### src/rtl/eq_dac_pacer.sv
// Paced DAC output stage: FIFO-buffered equalizer samples, released once per DIV clocks,
// shifted, saturated and offset-binary coded. Define DAC_INVERT_EN for inverted DAC codes.
module eq_dac_pacer #(
  parameter int unsigned DIN_W   = 29,
  parameter int unsigned DOUT_W  = 10,
  parameter int unsigned SHIFT   = 9,
  parameter int unsigned DIV     = 1250,
  parameter int unsigned FIFO_AW = 3
) (
  input  logic              sys_clk,
  input  logic              sys_rst,
  input  logic [DIN_W-1:0]  din,
  input  logic              din_vld,
  output logic              din_rdy,
  output logic [DOUT_W-1:0] dac_dat,
  output logic              dac_upd,
  output logic              underrun,
  output logic [7:0]        ovf_cnt
);

  localparam int unsigned DEPTH = 1 << FIFO_AW;
  localparam int unsigned CNT_W = $clog2(DIV);
  localparam logic [FIFO_AW:0] OCC_FULL = (FIFO_AW + 1)'(DEPTH);
  localparam logic [FIFO_AW:0] OCC_HALF = (FIFO_AW + 1)'(DEPTH / 2);
  localparam logic signed [DIN_W-1:0] S_MAX = DIN_W'((1 << (DOUT_W - 1)) - 1);
  localparam logic signed [DIN_W-1:0] S_MIN = ~S_MAX;
`ifdef DAC_INVERT_EN
  localparam logic [DOUT_W-1:0] MID = {1'b0, {(DOUT_W - 1){1'b1}}};
`else
  localparam logic [DOUT_W-1:0] MID = {1'b1, {(DOUT_W - 1){1'b0}}};
`endif

  typedef enum logic {StPrefill, StRun} state_e;

  state_e state_q, state_d;

  logic [CNT_W-1:0]   cnt_q;
  logic               tick;
  logic [DIN_W-1:0]   mem_q [DEPTH];
  logic [FIFO_AW-1:0] wr_ptr_q, rd_ptr_q;
  logic [FIFO_AW:0]   occ_q;
  logic               push, pop, drop;
  logic               upd_d, und_d;
  logic [DOUT_W-1:0]  dac_dat_q, code;
  logic               dac_upd_q, underrun_q;
  logic [7:0]         ovf_q;
  logic signed [DIN_W-1:0] head, shifted;

  // Free-running sample-rate divider; never restarted by the FSM.
  assign tick = (cnt_q == CNT_W'(DIV - 1));

  always_ff @(posedge sys_clk) begin
    if (sys_rst || tick) cnt_q <= '0;
    else                 cnt_q <= cnt_q + CNT_W'(1);
  end

  // Readiness is based on occupancy at the start of the cycle, so a pop never frees room
  // for a same-cycle push when full.
  assign din_rdy = (occ_q != OCC_FULL);
  assign push    = din_vld && din_rdy;
  assign drop    = din_vld && !din_rdy;

  always_ff @(posedge sys_clk) begin
    if (push) mem_q[wr_ptr_q] <= din;
  end

  always_ff @(posedge sys_clk) begin
    if (sys_rst) begin
      wr_ptr_q <= '0;
      rd_ptr_q <= '0;
      occ_q    <= '0;
    end else begin
      if (push) wr_ptr_q <= wr_ptr_q + FIFO_AW'(1);
      if (pop)  rd_ptr_q <= rd_ptr_q + FIFO_AW'(1);
      unique case ({push, pop})
        2'b10:   occ_q <= occ_q + (FIFO_AW + 1)'(1);
        2'b01:   occ_q <= occ_q - (FIFO_AW + 1)'(1);
        default: occ_q <= occ_q;
      endcase
    end
  end

  always_comb begin
    state_d = state_q;
    pop     = 1'b0;
    upd_d   = 1'b0;
    und_d   = 1'b0;
    unique case (state_q)
      StPrefill: begin
        if (occ_q >= OCC_HALF) state_d = StRun;
      end
      StRun: begin
        if (tick) begin
          if (occ_q != '0) begin
            pop   = 1'b1;
            upd_d = 1'b1;
          end else begin
            und_d   = 1'b1;
            state_d = StPrefill;
          end
        end
      end
      default: state_d = StPrefill;
    endcase
  end

  always_ff @(posedge sys_clk) begin
    if (sys_rst) state_q <= StPrefill;
    else         state_q <= state_d;
  end

  // Full-width arithmetic shift and clamp; offset binary is the clamped value with MSB flipped.
  always_comb begin
    head    = mem_q[rd_ptr_q];
    shifted = head >>> SHIFT;
    if (shifted > S_MAX)      code = '1;
    else if (shifted < S_MIN) code = '0;
    else                      code = {~shifted[DOUT_W-1], shifted[DOUT_W-2:0]};
  end

  always_ff @(posedge sys_clk) begin
    if (sys_rst) begin
      dac_dat_q  <= MID;
      dac_upd_q  <= 1'b0;
      underrun_q <= 1'b0;
      ovf_q      <= '0;
    end else begin
`ifdef DAC_INVERT_EN
      if (pop) dac_dat_q <= ~code;
`else
      if (pop) dac_dat_q <= code;
`endif
      dac_upd_q  <= upd_d;
      underrun_q <= und_d;
      if (drop && ovf_q != 8'hff) ovf_q <= ovf_q + 8'd1;
    end
  end

  assign dac_dat  = dac_dat_q;
  assign dac_upd  = dac_upd_q;
  assign underrun = underrun_q;
  assign ovf_cnt  = ovf_q;

endmodule

### config.mk
export PLATFORM = sky130hd
export DESIGN_NAME = eq_dac_pacer
export DESIGN_NICKNAME = d
export VERILOG_FILES = /design/src/rtl/eq_dac_pacer.sv
export SDC_FILE = /design/constraint.sdc
export NUM_CORES = 1
export LEC_CHECK = 0
export CELL_PAD_IN_SITES_DETAIL_PLACEMENT = 0
export CELL_PAD_IN_SITES_GLOBAL_PLACEMENT = 1
export CORE_UTILIZATION = 45
export DETAILED_ROUTE_END_ITERATION = 6
export PLACE_DENSITY = 0.76
export SLEW_MARGIN = 30
export SYNTH_ARGS = -nofsm -noshare
export SYNTH_HDL_FRONTEND = slang
export SYNTH_SLANG_ARGS = --single-unit
### constraint.sdc
create_clock -name sys_clk -period 4.3 [get_ports sys_clk]
set_input_delay 1.29 -clock sys_clk [delete_from_list [all_inputs] [get_ports sys_clk]]
set_output_delay 1.29 -clock sys_clk [all_outputs]
set_load 0.01 [all_outputs]
Word level (Yosys, flattened, before mapping). Memories as Yosys holds them, arrays and structs flattened. A register that Yosys moved wholly into a read port is not among the register bits. Index checks and enable logic that the tools add are counted.

Flip-flop bits (word level): 42. RAM bits: 232. Input bits: 32. Output and inout port bits: 21. Word-level logic and storage cells: 49. Memories: 1.

Memory list: mem_q (words 8, width 29, read ports 1, clocked after memory_dff 1, write ports 1, line 39) `logic [DIN_W-1:0] mem_q [DEPTH];`.

Add/sub/neg operators: 6. Order comparisons: 3. Equal/unequal tests: 5. Multiplexer cells: 14. Bitwise logic cells: 3. Reductions and logical operators: 8.

Operators with widths (number): > comparator 20 x 10 -> 1 bit (second input constant) (1); < comparator 20 x 10 -> 1 bit (second input constant) (1); 2-to-1 mux 10 bit (2); adder 11 x 1 -> 11 bit (second input constant) (1); equality test 11 bit (second input constant) (1); adder 8 x 1 -> 8 bit (second input constant) (1); 2-to-1 mux 1 bit (8); inequality test 8 bit (second input constant) (1); case mux 4 bit (2 select lines) (1); adder 3 x 1 -> 3 bit (second input constant) (2); 2-to-1 mux 3 bit (2); adder 4 x 1 -> 4 bit (second input constant) (1); >= comparator 4 x 3 -> 1 bit (second input constant) (1); inequality test 4 bit (second input constant) (1); nonzero test 4 bit (1); subtractor 4 x 1 -> 4 bit (second input constant) (1); logical AND 1 bit (3); NOT 1 bit (3); OR reduction 3 bit (1); equality test 2 x 1 -> 1 bit (second input constant) (1); equality test 2 bit (second input constant) (1); case mux 1 bit (2 select lines) (1); nonzero test 2 bit (1); zero test 1 bit (1); logical OR 1 bit (1).

Longest topological paths before layout.
Depth after elaboration: 6. Depth in mapped cells: 13. Depth with buffers taken out: 12.

Least setup slack after synthesis. Ideal clock, no wire load.

Path type: in2reg. Start point: input port din_vld. End point: memory mem_q[0][10] (enable). Library setup time: 448 ps. Data arrival time: 3656 ps. Data required time: 3852 ps. Slack: 196 ps. Cell stages on the path: 4. Buffers on the path: 1. Cells stage by stage: and2_1 clkbuf_1 inv_1 nor4_1.

Longest elaborated chain between the ends: 3.

Ends and longest elaborated chain: start: declaration (line 13) `input logic din_vld,`; logical AND 1 bit (line 60) `assign push = din_vld && din_rdy;`; 2-to-1 mux 1 bit (line 64) `if (push) mem_q[wr_ptr_q] <= din;`; 2-to-1 mux 1 bit (not written as such) (line 64); end: declaration (line 39).

Every way passes these cells.

==> metrics.md <==
| Metric | Value |
|---|---|
| Die area | `between 15000 and 20000 um2` |
| Crit path max-delay family | `multiplexers` |
| Post-synthesis cell area | `8010 um2` |
| Syn_nets | `504` |
| Maximum VDD drop | `0.389 mV` |
| Slew @ Worst Pin | `between 0.8 and 0.9 ns` |
| Vias in the first global route | `about 4300` |
| DRT Pass-1 Iters | `6` |
| M2 GR Usage | `27.9%` |
| MaxCap Viol Count | `0` |
| Hold path start | `state_q` |
| Highest clock rate | `between 300 and 400 MHz` |
| Status | `complete, no violations` |
| GR Layer Usage met3 | `~3.3%` |
| Critical path arrival | `roughly 3.6 ns` |
| Top Ports | `53` |
| Post-CTS setup buffers | `0` |
| Bufs on Longest Clock Path | `3` |
| Final nets | `between 500 and 600` |
| Routed vias/inst | `between 5 and 6` |
| DP HPWL | `between 8000 and 9000 um` |
| Antenna violations before repair | `0` |
| Die Wd | `between 100 and 150 um` |
| Hold Crit Class | `flop to flop` |
| First-pass GRT wire length | `22900 um` |
| CP max stage delay | `0.87 ns` |
| Leak | `between 0.003 and 0.004 uW` |
| Placed insts | `about 730` |
| # DRC | `0` |
| # rows | `48` |
| Busiest layer in global routing | `met2` |
| Final hold violations | `0` |
| Critical-path maximum fanout | `24` |
| Synth Register Bits | `205` |
| Setup violators final | `0` |
| DR WL/cell | `approximately 19 um` |
| Commonest non-fill, non-tap cells in the layout | `edfxtp_1 (160), nor2_1 (45), dfxtp_1 (43), clkdlybuf4s50_1 (43), mux4_2 (28)` |
| Largest net degree at the start of global routing | `27` |
| Power Density | `roughly 430 nW/um2` |
| Post-Syn Area per Cell | `around 17 um2` |
| Setup TNS | `0 ns` |
| Layout cells sized above 1 | `14.4%` |
| CP cell instances | `mux4_1 > mux2i_1 > nand4_1 > o31ai_1 > nand2_1 > o21a_1` |
| Area grow syn2layout | `17.5%` |
| Starting Density | `between 40 and 50%` |
| Critical Path RT | `approximately 4.7 ns` |
| CTS tree | `done` |
| Filler Cells Inserted | `1389` |
| Ant. Diodes | `0` |
| H-tree depth | `1` |
| Slew Limit Fails | `0` |
| Routed Antenna Nets | `0` |
| Met1 track demand over resource | `between 20 and 25%` |
| RSZ-0062 raised after global routing | `false` |
| Routed via count | `slightly above 4000` |
| Min Tclk post-route | `between 3 and 4 ns` |
| Crit-path slowest cell | `dfxtp_2` |
| Synth Instances | `464` |
| TritonCTS buffer count | `22` |
| Synth warn | `0` |
| CTS Sinks | `between 200 and 250` |
| CTS root buf | `clkbuf_16` |
| Core Area | `approximately 17000 um2` |
| Port Buffers | `43` |
| 1st-iter DRT viols | `around 220` |
| CP endpoint kind | `flop` |
| Clock latency on the worst-skew pair | `between 0.5 and 0.6 ns` |
| Fin crit share | `74.6%` |
| Seq. cell area | `between 5000 and 6000 um2` |
| Clock transition at path regs | `0.06 ns` |
| Worst Skew | `0.0202 ns` |
| Fin cells | `767` |
| Netlist cell types | `37` |
| Commonest non-fill, non-tap cell in the layout | `edfxtp_1` |
| Multi-input gate area | `approximately 2200 um2` |
| Die H | `between 100 and 150 um` |
| Grt ovf | `0` |
| Post-synthesis sequential area ratio | `71.2%` |
| Worst slew margin | `roughly 45%` |
| DRT Wirelength | `approximately 14000 um` |
| GP Congestion | `between 0.7 and 0.8` |
| Worst Path Buf+Inv | `0` |
| WS Path Type | `flop to flop` |
| Post-cts resize count | `0` |
| Post-CTS Hold Fix Bufs | `0` |
| Worst Setup Start Kind | `flop` |
| Total GRT Usage | `between 15 and 20%` |
[layer usage]
metal,routed length (um),up-vias
met5,0,-
met4,278,0
met3,655,24
met2,6970,90
met1,6310,2060
li1,-,1928
[layout make-up]
type	count	area share [%]
Tap cell	225	2.99
Sequential cell	205	60.6
Timing Repair Buffer	56	5.61
Inverter	6	0.239
Clock inverter	14	0.997
Multi-Input combinational cell	235	23.5
Clock buffer	26	6.01
[synthesized netlist by cell type, drive strengths merged]
| master | n | area share, % |
|---|---|---|
| a211o | 1 | 0.11 |
| a21oi | 10 | 0.62 |
| a31oi | 2 | 0.16 |
| and2 | 4 | 0.31 |
| and3 | 6 | 0.47 |
| buf | 9 | 0.83 |
| clkbuf | 9 | 0.42 |
| dfxtp | 45 | 11 |
| edfxtp | 160 | 60 |
| ha | 8 | 1.2 |
| inv | 6 | 0.28 |
| mux2i | 23 | 2.9 |
| mux4 | 40 | 12 |
| nand2 | 20 | 0.94 |
| nand2b | 2 | 0.16 |
| nand3 | 4 | 0.25 |
| nand4 | 6 | 0.47 |
| nor2 | 48 | 2.2 |
| nor2b | 6 | 0.47 |
| nor3 | 6 | 0.37 |
| nor4 | 3 | 0.23 |
| nor4bb | 1 | 0.12 |
| o2111a | 1 | 0.14 |
| o21a | 6 | 0.56 |
| o21ai | 6 | 0.37 |
| o31ai | 1 | 0.094 |
| o32a | 1 | 0.12 |
| o32ai | 3 | 0.33 |
| or2 | 1 | 0.078 |
| or3 | 6 | 0.47 |
| or3b | 1 | 0.11 |
| xnor2 | 5 | 0.55 |
| xor2 | 14 | 1.5 |
[registers in the layout, summed over array words and instances, names as in the netlist, named ones only]
signal and count:
cnt_q 11, dac_dat 10, dac_upd 1, mem_q 160, occ_q 4, ovf_cnt 8, rd_ptr_q 3, state_q 1
underrun 1, wr_ptr_q 3
[worst register-to-register path: stages, from the launching register on]
cell and delay [ns]:
dfxtp_2 0.87, mux4_1 0.66, mux2i_1 0.25, nand4_1 0.16, o31ai_1 0.61, nand2_1 0.30, o21a_1 0.25
[power by group]
part | internal [uW] | switching, uW | leakage [uW]
clock network | 995 | 710 | 0.000320
logic | 58.4 | 83.2 | 0.000891
registers | 2180 | 16.9 | 0.00182
total | 3230 | 810 | 0.00303
[stage by stage]
| step | hold WS, ns | utilization [%] | power (uW) | setup slack (ns) | instance area [um2] |
|---|---|---|---|---|---|
| floorplan | 0.432 | - | 2310 | 0.196 | 8010 |
| global placement | 0.454 | 50.4 | 2370 | 0.677 | 8750 |
| detailed placement | 0.464 | 50.4 | 2380 | 0.676 | 8750 |
| CTS | 0.472 | 54.2 | 4090 | 1.07 | 9410 |
| global route | 0.499 | 54.2 | 4180 | 0.877 | 9410 |
| finish | 0.470 | 54.2 | 4040 | 1.09 | 9410 |
[cell families (layout without fill, tap and decap cells)]
kind of cell	Yosys count	count (layout)	synth area share [%]
XOR/XNOR	19	19	2.08
flip-flops	205	205	71.2
adder cells (fa/ha/maj)	8	8	1.25
AND/OR/NAND/NOR	114	114	6.70
multiplexers	63	63	14.7
buffers and inverters	24	102	1.53
AO/OA/AOI/OAI	31	31	2.52
[worst paths after layout]
kind,end,slack [ns],cells after the start
hold / removal,underrun,0.47,2
setup reg to reg,dac_dat[0],1.09,6
setup / recovery,dac_dat[0],1.09,6
hold reg to reg,underrun,0.47,2
Power figures use the tool's default switching activity.
